[src/rtl/instr_fetch_stage_if.sv]
`default_nettype none
// ============================================================================
// Module   : instr_fetch_stage_if
// Purpose  : Load/fetch control and IF/ID bus for the instruction-fetch stage.
// Revision : 1.0
// ============================================================================
interface instr_fetch_stage_if #(
    parameter int DEPTH = 32,
    parameter int AW    = 5
);
    logic          LoadInstructions;
    logic [31:0]   Instruction;
    logic          stall;
    logic          redirect;
    logic [31:0]   redirect_pc;
    logic [31:0]   if_id_instr;
    logic [31:0]   if_id_pc;
    logic          if_id_valid;
    logic [31:0]   pc;
    logic [AW:0]   load_count;
    logic          mem_full;

    modport master (
        output LoadInstructions, Instruction, stall, redirect, redirect_pc,
        input  if_id_instr, if_id_pc, if_id_valid, pc, load_count, mem_full
    );

    modport slave (
        input  LoadInstructions, Instruction, stall, redirect, redirect_pc,
        output if_id_instr, if_id_pc, if_id_valid, pc, load_count, mem_full
    );
endinterface
`default_nettype wire

[src/rtl/instr_fetch_stage.sv]
`default_nettype none
// ============================================================================
// Module   : instr_fetch_stage
// Purpose  : Instruction memory, program counter and IF/ID register.
// Revision : 1.0
// ============================================================================
module instr_fetch_stage #(
    parameter int DEPTH = 32,
    parameter int AW    = 5
) (
    input  logic                  clk,
    input  logic                  Reset,
    instr_fetch_stage_if.slave    bus
);
    localparam logic [AW:0] c_DEPTH = (AW+1)'(DEPTH);

    logic [31:0]   r_mem [DEPTH];
    logic [31:0]   r_pc;
    logic [31:0]   r_if_instr;
    logic [31:0]   r_if_pc;
    logic          r_if_valid;
    logic [AW-1:0] r_wr_ptr;
    logic [AW:0]   r_load_count;
    logic          r_load_active;

    logic          w_session_start;
    logic          w_full;
    logic          w_write_en;
    logic [AW-1:0] w_write_addr;
    logic [AW-1:0] w_word;
    logic          w_in_range;
    logic [31:0]   w_pc_plus4;

    // A session starts on the first load cycle after fetch mode or reset.
    assign w_session_start = !r_load_active;
    assign w_full          = (r_load_count == c_DEPTH);
    assign w_write_en      = bus.LoadInstructions && (w_session_start || !w_full);
    assign w_write_addr    = w_session_start ? '0 : r_wr_ptr;

    // Upper PC bits must be zero so targets past DEPTH words never alias.
    assign w_word     = r_pc[AW+1:2];
    assign w_in_range = (r_pc[31:AW+2] == '0) && ({1'b0, w_word} < r_load_count);
    assign w_pc_plus4 = r_pc + 32'd4;

    always_ff @(posedge clk) begin
        if (Reset && w_write_en) begin
            r_mem[w_write_addr] <= bus.Instruction;
        end
    end

    // load_count is deliberately outside the reset so a program survives a reset pulse.
    always_ff @(posedge clk) begin
        if (!Reset) begin
            r_pc          <= '0;
            r_if_instr    <= '0;
            r_if_pc       <= '0;
            r_if_valid    <= 1'b0;
            r_wr_ptr      <= '0;
            r_load_active <= 1'b0;
        end else if (bus.LoadInstructions) begin
            r_load_active <= 1'b1;
            r_pc          <= '0;
            r_if_instr    <= '0;
            r_if_pc       <= '0;
            r_if_valid    <= 1'b0;
            if (w_session_start) begin
                r_wr_ptr     <= AW'(1);
                r_load_count <= (AW+1)'(1);
            end else if (!w_full) begin
                r_wr_ptr     <= r_wr_ptr + AW'(1);
                r_load_count <= r_load_count + (AW+1)'(1);
            end
        end else begin
            r_load_active <= 1'b0;
            if (bus.redirect) begin
                r_pc       <= bus.redirect_pc & ~32'h3;
                r_if_instr <= '0;
                r_if_valid <= 1'b0;
            end else if (!bus.stall) begin
                r_if_pc <= w_pc_plus4;
                if (w_in_range) begin
                    r_if_instr <= r_mem[w_word];
                    r_if_valid <= 1'b1;
                    r_pc       <= w_pc_plus4;
                end else begin
                    r_if_instr <= '0;
                    r_if_valid <= 1'b0;
                end
            end
        end
    end

    assign bus.if_id_instr = r_if_instr;
    assign bus.if_id_pc    = r_if_pc;
    assign bus.if_id_valid = r_if_valid;
    assign bus.pc          = r_pc;
    assign bus.load_count  = r_load_count;
    assign bus.mem_full    = w_full;

endmodule
`default_nettype wire

[src/flat_wrapper.sv]
// flat-port wrapper written by rule: the top's interface ports become plain ports
module instr_fetch_stage_flat 
#(
    parameter int DEPTH = 32,
    parameter int AW    = 5
)
  (clk, Reset, bus_LoadInstructions, bus_Instruction, bus_stall, bus_redirect, bus_redirect_pc, bus_if_id_instr, bus_if_id_pc, bus_if_id_valid, bus_pc, bus_load_count, bus_mem_full);
  instr_fetch_stage_if #(.DEPTH(DEPTH), .AW(AW)) bus_i ();
  input  logic clk;
  input  logic Reset;
  input wire logic [$bits(bus_i.LoadInstructions)-1:0] bus_LoadInstructions;
  input wire logic [$bits(bus_i.Instruction)-1:0] bus_Instruction;
  input wire logic [$bits(bus_i.stall)-1:0] bus_stall;
  input wire logic [$bits(bus_i.redirect)-1:0] bus_redirect;
  input wire logic [$bits(bus_i.redirect_pc)-1:0] bus_redirect_pc;
  output wire logic [$bits(bus_i.if_id_instr)-1:0] bus_if_id_instr;
  output wire logic [$bits(bus_i.if_id_pc)-1:0] bus_if_id_pc;
  output wire logic [$bits(bus_i.if_id_valid)-1:0] bus_if_id_valid;
  output wire logic [$bits(bus_i.pc)-1:0] bus_pc;
  output wire logic [$bits(bus_i.load_count)-1:0] bus_load_count;
  output wire logic [$bits(bus_i.mem_full)-1:0] bus_mem_full;
  assign bus_i.LoadInstructions = bus_LoadInstructions;
  assign bus_i.Instruction = bus_Instruction;
  assign bus_i.stall = bus_stall;
  assign bus_i.redirect = bus_redirect;
  assign bus_i.redirect_pc = bus_redirect_pc;
  assign bus_if_id_instr = bus_i.if_id_instr;
  assign bus_if_id_pc = bus_i.if_id_pc;
  assign bus_if_id_valid = bus_i.if_id_valid;
  assign bus_pc = bus_i.pc;
  assign bus_load_count = bus_i.load_count;
  assign bus_mem_full = bus_i.mem_full;
  instr_fetch_stage #(.DEPTH(DEPTH), .AW(AW)) u_core (.clk(clk), .Reset(Reset), .bus(bus_i));
endmodule
[config.mk]
export PLATFORM = sky130hd
export DESIGN_NAME = instr_fetch_stage_flat
export DESIGN_NICKNAME = d
export VERILOG_FILES = /design/src/rtl/instr_fetch_stage_if.sv /design/src/rtl/instr_fetch_stage.sv /design/src/flat_wrapper.sv
export SDC_FILE = /design/constraint.sdc
export NUM_CORES = 1
export LEC_CHECK = 0
export ABC_AREA = 1
export CAP_MARGIN = 20
export CORE_ASPECT_RATIO = 1.1
export CORE_MARGIN = 2
export CORE_UTILIZATION = 30
export CTS_CLUSTER_SIZE = 30
export DETAILED_ROUTE_END_ITERATION = 6
export PLACE_DENSITY_LB_ADDON = 0.3
export SETUP_SLACK_MARGIN = 0.05
export SYNTH_ARGS = -nofsm -noshare
export SYNTH_HDL_FRONTEND = slang
export SYNTH_SLANG_ARGS = --single-unit
[constraint.sdc]
create_clock -name clk -period 3.4 [get_ports clk]
set_input_delay 0.68 -clock clk [delete_from_list [all_inputs] [get_ports clk]]
set_output_delay 0.68 -clock clk [all_outputs]
set_load 0.01 [all_outputs]
### Word-level counts from Yosys, hierarchy flattened

Memories as Yosys holds them, arrays and structs flattened. A register that Yosys moved wholly into a read port is not among the register bits.
Cells that the tools add are included.

* bits in registers: 109
* memory bits (writable): 1024
* input port bits: 69
* output and inout bits: 104
* word-level logic and storage cells: 48
* memories: 1

* $add $sub $neg: 3
* magnitude comparators: 1
* eq/ne operators: 3
* multiplexer cells: 14
* bitwise gates (word level): 3
* reduce and logical (&&, ||, !) cells: 15

Memories
* u_core.r_mem: words 32, width 32, read ports 1, clocked after memory_dff 1, wr ports 1, RTL line instr_fetch_stage.sv:17 `logic [31:0] r_mem [DEPTH];`

Operators with widths (count)
* $mux W32: 4
* $add A32 B3 Y32 const B: 1
* $logic_not A25 Y1: 1
* $mux W5: 5
* $reduce_and A2 Y1: 4
* $add A6 B1 Y6 const B: 1
* $eq A6 B6 Y1 const B: 1
* $lt A5 B6 Y1: 1
* $mux W6: 1
* $add A5 B1 Y5 const B: 1
* $mux W1: 4
* $logic_and A1 B1 Y1: 3
* $not A1 Y1: 3
* $reduce_and A3 Y1: 1
* $reduce_or A3 Y1: 1
* $logic_not A1 Y1: 2
* $ne A2 B1 Y1 const B: 1
* $ne A2 B2 Y1 const B: 1
* $reduce_bool A2 Y1: 1
* $reduce_or A2 Y1: 1
* $logic_or A1 B1 Y1: 1

### Logic depth before layout (Yosys ltp)

Gate-level depths: netlist of the first run.

* word-level depth: 7
* depth in mapped cells: 13
* gate-level depth less buffers: 13

### Worst setup path after synthesis of the first run

Ideal clock, no wire load.

* path kind: flip-flop to flip-flop
* from: register u_core.r_load_count[0], in the netlist u_core.bus.load_count[0]
* to: memory u_core.r_mem[10][0], enable pin
* library setup time: 0.421 ns
* arrival time: 2.864 ns
* data required time: 2.979 ns
* setup slack: 0.115 ns
* stages on the path, launching flop included: 10
* path buffers: 0
* clock period less this slack: 3.285 ns
* path through: edfxtp_1 -> inv_1 -> ha_1 -> nand3_1 -> nor3_1 -> nand2_1 -> nand2_1 -> inv_1 -> nand4_1 -> nor2_1

* word-level cells in the longest chain between the ends: 7

Ends and longest elaborated chain
* start: declaration: RTL line instr_fetch_stage.sv:23 `logic [AW:0] r_load_count;`
* start signal: assignment: RTL line instr_fetch_stage.sv:68 `r_load_count <= (AW+1)'(1);`
* start signal: assignment: RTL line instr_fetch_stage.sv:71 `r_load_count <= r_load_count + (AW+1)'(1);`
* $eq A6 B6 Y1: RTL line instr_fetch_stage.sv:36 `assign w_full = (r_load_count == c_DEPTH);`
* net bus_mem_full: RTL line flat_wrapper.sv:21 `output wire logic [$bits(bus_i.mem_full)-1:0] bus_mem_full;`
* $logic_not A1 Y1: RTL line instr_fetch_stage.sv:37 `assign w_write_en = bus.LoadInstructions && (w_session_start || !w_full);`
* $logic_or A1 B1 Y1: RTL line instr_fetch_stage.sv:37
* $logic_and A1 B1 Y1: RTL line instr_fetch_stage.sv:37
* $logic_and A1 B1 Y1: RTL line instr_fetch_stage.sv:46 `if (Reset && w_write_en) begin`
* $mux W1: RTL line instr_fetch_stage.sv:46
* $mux W1 (not written as such): RTL line instr_fetch_stage.sv:47 `r_mem[w_write_addr] <= bus.Instruction;`
* end: declaration: RTL line instr_fetch_stage.sv:17

The timed path passes the listed nets, and every way through them passes these cells.

### Final worst setup path of the first run

* from: register u_core.r_load_count[0], in the netlist u_core.bus.load_count[0]
* to: memory u_core.r_mem[5][9], enable pin

* word-level cells in the longest chain between the ends: 7

Ends and longest elaborated chain (RTL line)
* $eq A6 B6 Y1: instr_fetch_stage.sv:36
* $logic_not A1 Y1: instr_fetch_stage.sv:37
* $logic_or A1 B1 Y1: instr_fetch_stage.sv:37
* $logic_and A1 B1 Y1: instr_fetch_stage.sv:37
* $logic_and A1 B1 Y1: instr_fetch_stage.sv:46
* $mux W1: instr_fetch_stage.sv:46
* $mux W1 (not written as such): instr_fetch_stage.sv:47

No other way between the ends.

==> results.toml, run 1 <==
[outcome]
outcome = "completed"

[layout]
design_area_um2 = 54700
layout.nets = 4338
instances_no_fill = 6429
synthToLayoutAreaGrowth_pct = 17.8
drive_above_1_share_pct = 8.62

[critical_path]
rrSetupSlack_ns = 0.37
required_ns = 3.85
r2r_end = "u_core.r_mem[5][9]$_DFFE_PP_"
cp-end-kind = "register"
startpoint = "u_core.bus.load_count[0]$_SDFFCE_PN1P_"
crit_type = "register to register"
r2r-start = "u_core.bus.load_count[0]$_SDFFCE_PN1P_"
startpoint_type = "register"
r2r_cells = 11
cp-endpoint = "u_core.r_mem[5][9]$_DFFE_PP_"
path_max_fanout = 18
cp.arrival_ns = 3.48

[pwr]
ir_drop_mv = 0.443
p_per_area_nw_per_um2 = 539
leakage_nw = 19.0
finalPower_mw = 29.5

[global_routing]
grtUsageTotal_pct = 16.5
antenna_found_initial = 5
grt_pass1_vias = 30345
grt_max_degree = 143
grt_pass1_wl_um = 196000
grt.overflow.total = 0

[clocking]
root_buffer = "clkbuf_16"
cts_setup_buffers = 0
clk_path_buf_depth = 3
cts_made_buffers = 117
clk_latency_ns = 0.77
clk_pin_slew_ns = 0.06
clock_sinks = 1134
cts_tree = "yes"
ctsHtreeMaxLevel = 3

[placed_design]
dp.cells = 6206
port_buffers = 166
dpl_cell_area_um2 = 50800
dp_hpwl_um = 73900
gp_congestion = 0.810

[route]
viasPerCell = 4.80
dr.first_iter.drc_count = 3092
drc = 0
wl_um = 132000
drtAntennaViolNets = 0
wl_per_cell_um = 20.6
vias = 30828
dr.pass1.iters = 6

[logic_synthesis]
synth_seq_area_share_pct = 71.1
synthXorXnorAreaFrac_pct = 0.302
ys_types = 35
yosys.area_share.simple_pct = 22.8
synthAdderAreaFrac_pct = 0.216
synthMuxAreaShare_pct = 0
synth_top_family_by_area = "simple AND/OR/NAND/NOR gates"
synthCells = 4085
synth-seq-cells = 1134
synth_area_um2 = 46400
synth_compound_area_share_pct = 1.33
yosysWarnings = 0
syn_avg_cell_area_um2 = 11.4

[die]
die_area_um2 = 158000
core-area_um2 = 154000
chipHeight_um = 416
die_w_um = 379
rows = 151
io_pins = 173
initial_utilization_pct = 30.2

[sta]
finalCritPeriodShare_pct = 89.1
hold_viol = 0
rsz0062_at_grt = "no"
timing.fmax_mhz = 330
max_slew.worst_pin.slew_ns = 0.988
max-slew-margin-rel_pct = 34.0
setup_viol = 0
slew_viol_final = 0
min_period_ns = 3.03
clock_skew_ns = 0.0626

[job]
maxCapViolations = 0

[hold_path]
hp-class = "register to register"
==> metrics by stage <==
stage / util [%] / setup TNS, ns / hold slack [ns] / setup WS [ns]
floorplan: - / 0 / 0.481 / 0.115
global placement: 33.0 / -0.0158 / 0.449 / -0.00268
detailed placement: 33.0 / 0 / 0.460 / 0.0184
CTS: 35.5 / 0 / 0.417 / 0.311
global route: 35.5 / 0 / 0.460 / 0.195
finish: 35.5 / 0 / 0.469 / 0.372
==> kinds of logic (layout without fill, tap and decap cells) <==
logic type | Yosys count | in the layout
xor+xnor | 16 | 16
flops | 1134 | 1134
compound gates | 118 | 118
buf+inv | 350 | 624
other cells | 1 | 6
fa+ha+maj | 8 | 8
simple gates | 2458 | 2458
==> worst max-delay path, stage by stage (launching register included) <==
cell      delay (ns)
edfxtp_1        0.43
inv_1           0.08
ha_1            0.19
nand3_1         0.08
nor3_1          0.06
nand2_1         0.08
nand2_1         0.08
nor2_1          0.13
nand3_1         0.30
buf_4           0.30
nor2_4          0.71
buf_12          0.25
==> power by group <==
part | switching (mW) | total [mW] | internal [mW]
Combinational | 1.04 | 1.48 | 0.440
Clock | 5.59 | 12.7 | 7.11
Sequential | 0.0565 | 15.3 | 15.2
==> how the worst min path moves through the flow <==
stage	start	end	slack [ns]	depth (start not counted)
finish	u_core.bus.if_id_instr[20]$_SDFFE_PP0N_	u_core.bus.if_id_instr[20]$_SDFFE_PP0N_	0.47	2
global route	bus_redirect_pc[10]	u_core.bus.pc[10]$_SDFFE_PP0P_	0.46	3
CTS	bus_redirect_pc[14]	u_core.bus.pc[14]$_SDFFE_PP0P_	0.42	3
detailed placement	u_core.bus.if_id_instr[6]$_SDFFE_PP0N_	u_core.bus.if_id_instr[6]$_SDFFE_PP0N_	0.46	2
global placement	u_core.bus.if_id_valid$_SDFFE_PP0N_	u_core.bus.if_id_valid$_SDFFE_PP0N_	0.45	2
floorplan	u_core.bus.if_id_instr[31]$_SDFFE_PP0N_	u_core.bus.if_id_instr[31]$_SDFFE_PP0N_	0.48	2
==> sequential cells by signal, indices dropped and copies added (netlist names), named ones only <==
register and flops:
u_core.bus.if_id_instr 32, u_core.bus.if_id_pc 30, u_core.bus.if_id_valid 1, u_core.bus.load_count 6, u_core.bus.pc 30, u_core.r_load_active 1
u_core.r_mem 1024, u_core.r_wr_ptr 5
==> layout make-up <==
| type | count | area [µm²] |
|---|---|---|
| Inverter | 93 | 380 |
| Fill cell | 15052 | 99100 |
| Clock inverter | 70 | 663 |
| Antenna cell | 2 | 5.00 |
| Sequential cell | 1134 | 33000 |
| Timing Repair Buffer | 311 | 3110 |
| Multi-Input combinational cell | 2604 | 11700 |
| Clock buffer | 150 | 3180 |
| Tap cell | 2065 | 2580 |
==> cells in the mapped netlist (all sizes together) <==
cell type,n,area (µm²)
o21ai,30,150
a211oi,2,15.0
nand2,1318,4960
inv,92,353
clkinv,1,5.00
a21oi,78,390
xnor2,2,17.5
nor2,113,442
xor2,14,123
ha,8,100
clkbuf,40,150
nand3,994,4980
edfxtp,1030,30900
dfxtp,104,2080
nand4,9,56.3
buf,217,1440
nor3,18,100
o211ai,8,60.1
nand3b,4,30.0
conb,1,3.75
nor3b,1,7.51
or2,1,6.26
==> cell usage in the layout, fill, tap and decap left out, types with 3 or more instances in the layout <==
master,count
dfxtp_4,4
ha_1,8
clkinv_4,3
clkinv_2,27
nand3_1,993
nand2_2,3
a21oi_1,78
nor2_1,77
clkinv_1,25
edfxtp_1,1030
clkbuf_8,9
clkdlybuf4s50_1,164
nor3_1,16
nand3b_1,4
buf_12,27
o21ai_0,28
o211ai_1,8
nand4_1,9
clkbuf_1,22
conb_1,4
bufinv_16,6
buf_4,116
dfxtp_1,99
inv_1,85
xor2_1,14
nand2_1,1314
clkinv_16,7
nor2_4,35
clkbuf_16,119
inv_2,3
==> per-layer routing <==
layer | up-vias | GRT usage, % | part of all wire (%)
met3 | 197 | 2.80 | 6.3
met2 | 958 | 26.8 | 47
met5 | - | 0 | 0.017
met4 | 4 | 5.23 | 2.8
met1 | 15039 | 22.5 | 44
li1 | 14630 | - | -
==> repair_timing <==
action                                  in CTS  in global routing
resized for setup                            1                  0
endpoints found under the setup margin       1                  0
hold buffers                                 0                  0
Power figures use the tool's default switching activity.
==> run 2: changes to the inputs <==
--- a/config.mk
+++ b/config.mk
@@ -12,6 +12,8 @@
 export CORE_UTILIZATION = 30
 export CTS_CLUSTER_SIZE = 30
 export DETAILED_ROUTE_END_ITERATION = 6
+export GPL_TIMING_DRIVEN = 0
+export MAX_ROUTING_LAYER = met4
 export PLACE_DENSITY_LB_ADDON = 0.3
 export SETUP_SLACK_MARGIN = 0.05
 export SYNTH_ARGS = -nofsm -noshare
==> run 2 against run 1 <==
  * Non-clock buffer count grew 239
  * Final cell count grew 3.9%
  * Register-to-register slack lost 0.37 ns
  * Largest cell class unchanged
  * Largest power group unchanged
==> results.toml, run 2 (synthesis gave the netlist of run 1 again) <==
[outcome]
outcome = "completed"

[die]
die_w_um = 379
io_pins = 173
core-area_um2 = 154000
initial_utilization_pct = 30.2
die_area_um2 = 158000
rows = 151
chipHeight_um = 416

[global_routing]
grt_max_degree = 33
grt.overflow.total = 0
grtUsageTotal_pct = 23.5
antenna_found_initial = 9
grt_pass1_wl_um = 251000
grt_pass1_vias = 32265

[critical_path]
cpMostUsedCell = "nand3_1"
cp.arrival_ns = 4.06
cp_num_buf_inv = 2
crit_family = "buffers and inverters"
required_ns = 4.06
startpoint_type = "register"
crit_chain = "clkbuf_1 -> clkbuf_1 -> nand3_1 -> nand3_1 -> nand2_1 -> nand2_1 -> nand3_1 -> a21oi_1"
crit_type = "register to register"
slowest_delay_ns = 0.98
path_max_fanout = 11
cp_slowest_cell = "clkbuf_1"
cp-end-kind = "register"
rrSetupSlack_ns = 0.001

[sta]
rsz0062_at_grt = "no"
finalCritPeriodShare_pct = 100
holdWs_ns = 0.450
timing.fmax_mhz = 294
max-slew-margin-rel_pct = 17.7
hold_viol = 0
slew_viol_final = 0
max_slew.worst_pin.slew_ns = 1.24
clock_skew_ns = 0.0228
setup_viol = 0
min_period_ns = 3.40

[placed_design]
gp_congestion = 0.887
dp_hpwl_um = 124000
port_buffers = 165
dpl_cell_area_um2 = 52700

[route]
drc = 0
dr.first_iter.drc_count = 4826
wl_per_cell_um = 27.4
wl_um = 183000
vias = 34525
viasPerCell = 5.17
dr.pass1.iters = 6
drtAntennaViolNets = 0

[clocking]
cts_hold_buf = 0
clk_pin_slew_ns = 0.06
clock_sinks = 1134
root_buffer = "clkbuf_16"
cts_made_buffers = 119
cts_tree = "yes"
ctsHtreeMaxLevel = 3
clk_latency_ns = 0.75
clk_path_buf_depth = 3

[layout]
final_common_cell = "nand2_1"
regMostFlops = "u_core.r_mem"
final_core_util_pct = 37.1
design_area_um2 = 57100
drive_above_1_share_pct = 12.3
layout.nets = 4579
largest_reg_flops = 1024
layout_common_cells = "1,315 x nand2_1, 1,030 x edfxtp_1, 992 x nand3_1"
synthToLayoutAreaGrowth_pct = 23.1

[pwr]
ir_drop_mv = 0.410
p_per_area_nw_per_um2 = 529
leakage_nw = 20.2

[hold_path]
hp-class = "primary input to register"

[job]
maxCapViolations = 0
run 2: metrics by stage:
| step | std cells | total power, mW | setup WS [ns] | setup TNS, ns |
|---|---|---|---|---|
| 6_report | 6677 | 30.2 | 0.00100 | 0 |
| 5_1_grt | 6675 | 31.0 | 0.0508 | 0 |
| 4_1_cts | 6657 | 30.3 | 0.0847 | 0 |
| 3_5_place_dp | 6403 | 17.4 | -0.869 | -327.69 |
| 3_3_place_gp | 6318 | 17.3 | -3.53 | -3242.07 |
| 2_1_floorplan | 4088 | 16.4 | 0.115 | 0 |
run 2: power breakdown:
group          switching (mW)  internal (mW)
combinational            1.32          0.570
sequential             0.0449           15.2
clock                    5.66           7.39
total                    7.03           23.2
run 2: layout make-up:
type                            count  area, µm²
Antenna cell                        5       12.5
Buffer                            257       1600
Clock buffer                      153       3280
Clock inverter                     73        596
Fill cell                       15012      96700
Inverter                           93        358
Multi-Input combinational cell   2604      11700
Sequential cell                  1134      33000
Tap cell                         2065       2580
Timing Repair Buffer              293       3990
run 2: metal layers:
metal / track usage, % / vias up / wire [µm]
met5: - / - / 0
met4: 9.72 / 0 / 8630
met3: 4.87 / 388 / 20500
met2: 36.9 / 2135 / 85200
met1: 29.4 / 16841 / 68900
li1: - / 15161 / -
run 2: worst paths after layout:
kind                                                              start                                       to  depth (start not counted)
worst max-delay path                                           register  u_core.bus.if_id_instr[15]$_SDFFE_PP0N_                          8
worst min-delay path                                          bus_stall  u_core.bus.if_id_instr[10]$_SDFFE_PP0N_                          3
worst max register to register                                 register  u_core.bus.if_id_instr[15]$_SDFFE_PP0N_                          8
worst min register to register  u_core.bus.if_id_instr[16]$_SDFFE_PP0N_  u_core.bus.if_id_instr[16]$_SDFFE_PP0N_                          2
run 2: repair_timing:
action                                  in CTS  in global routing
pin swaps                                   16                  3
buffers inserted                            28                  7
hold endpoints to repair                     0                  0
endpoints found under the setup margin     478                 46
gates resized for setup                      2                  0
run 2: worst min-delay path, delay by kind of cell:
family | cells | cell delay, ns
AO/OA/AOI/OAI | 1 | 0.05
buffers and inverters | 1 | 0.27
AND/OR/NAND/NOR | 1 | 0.12
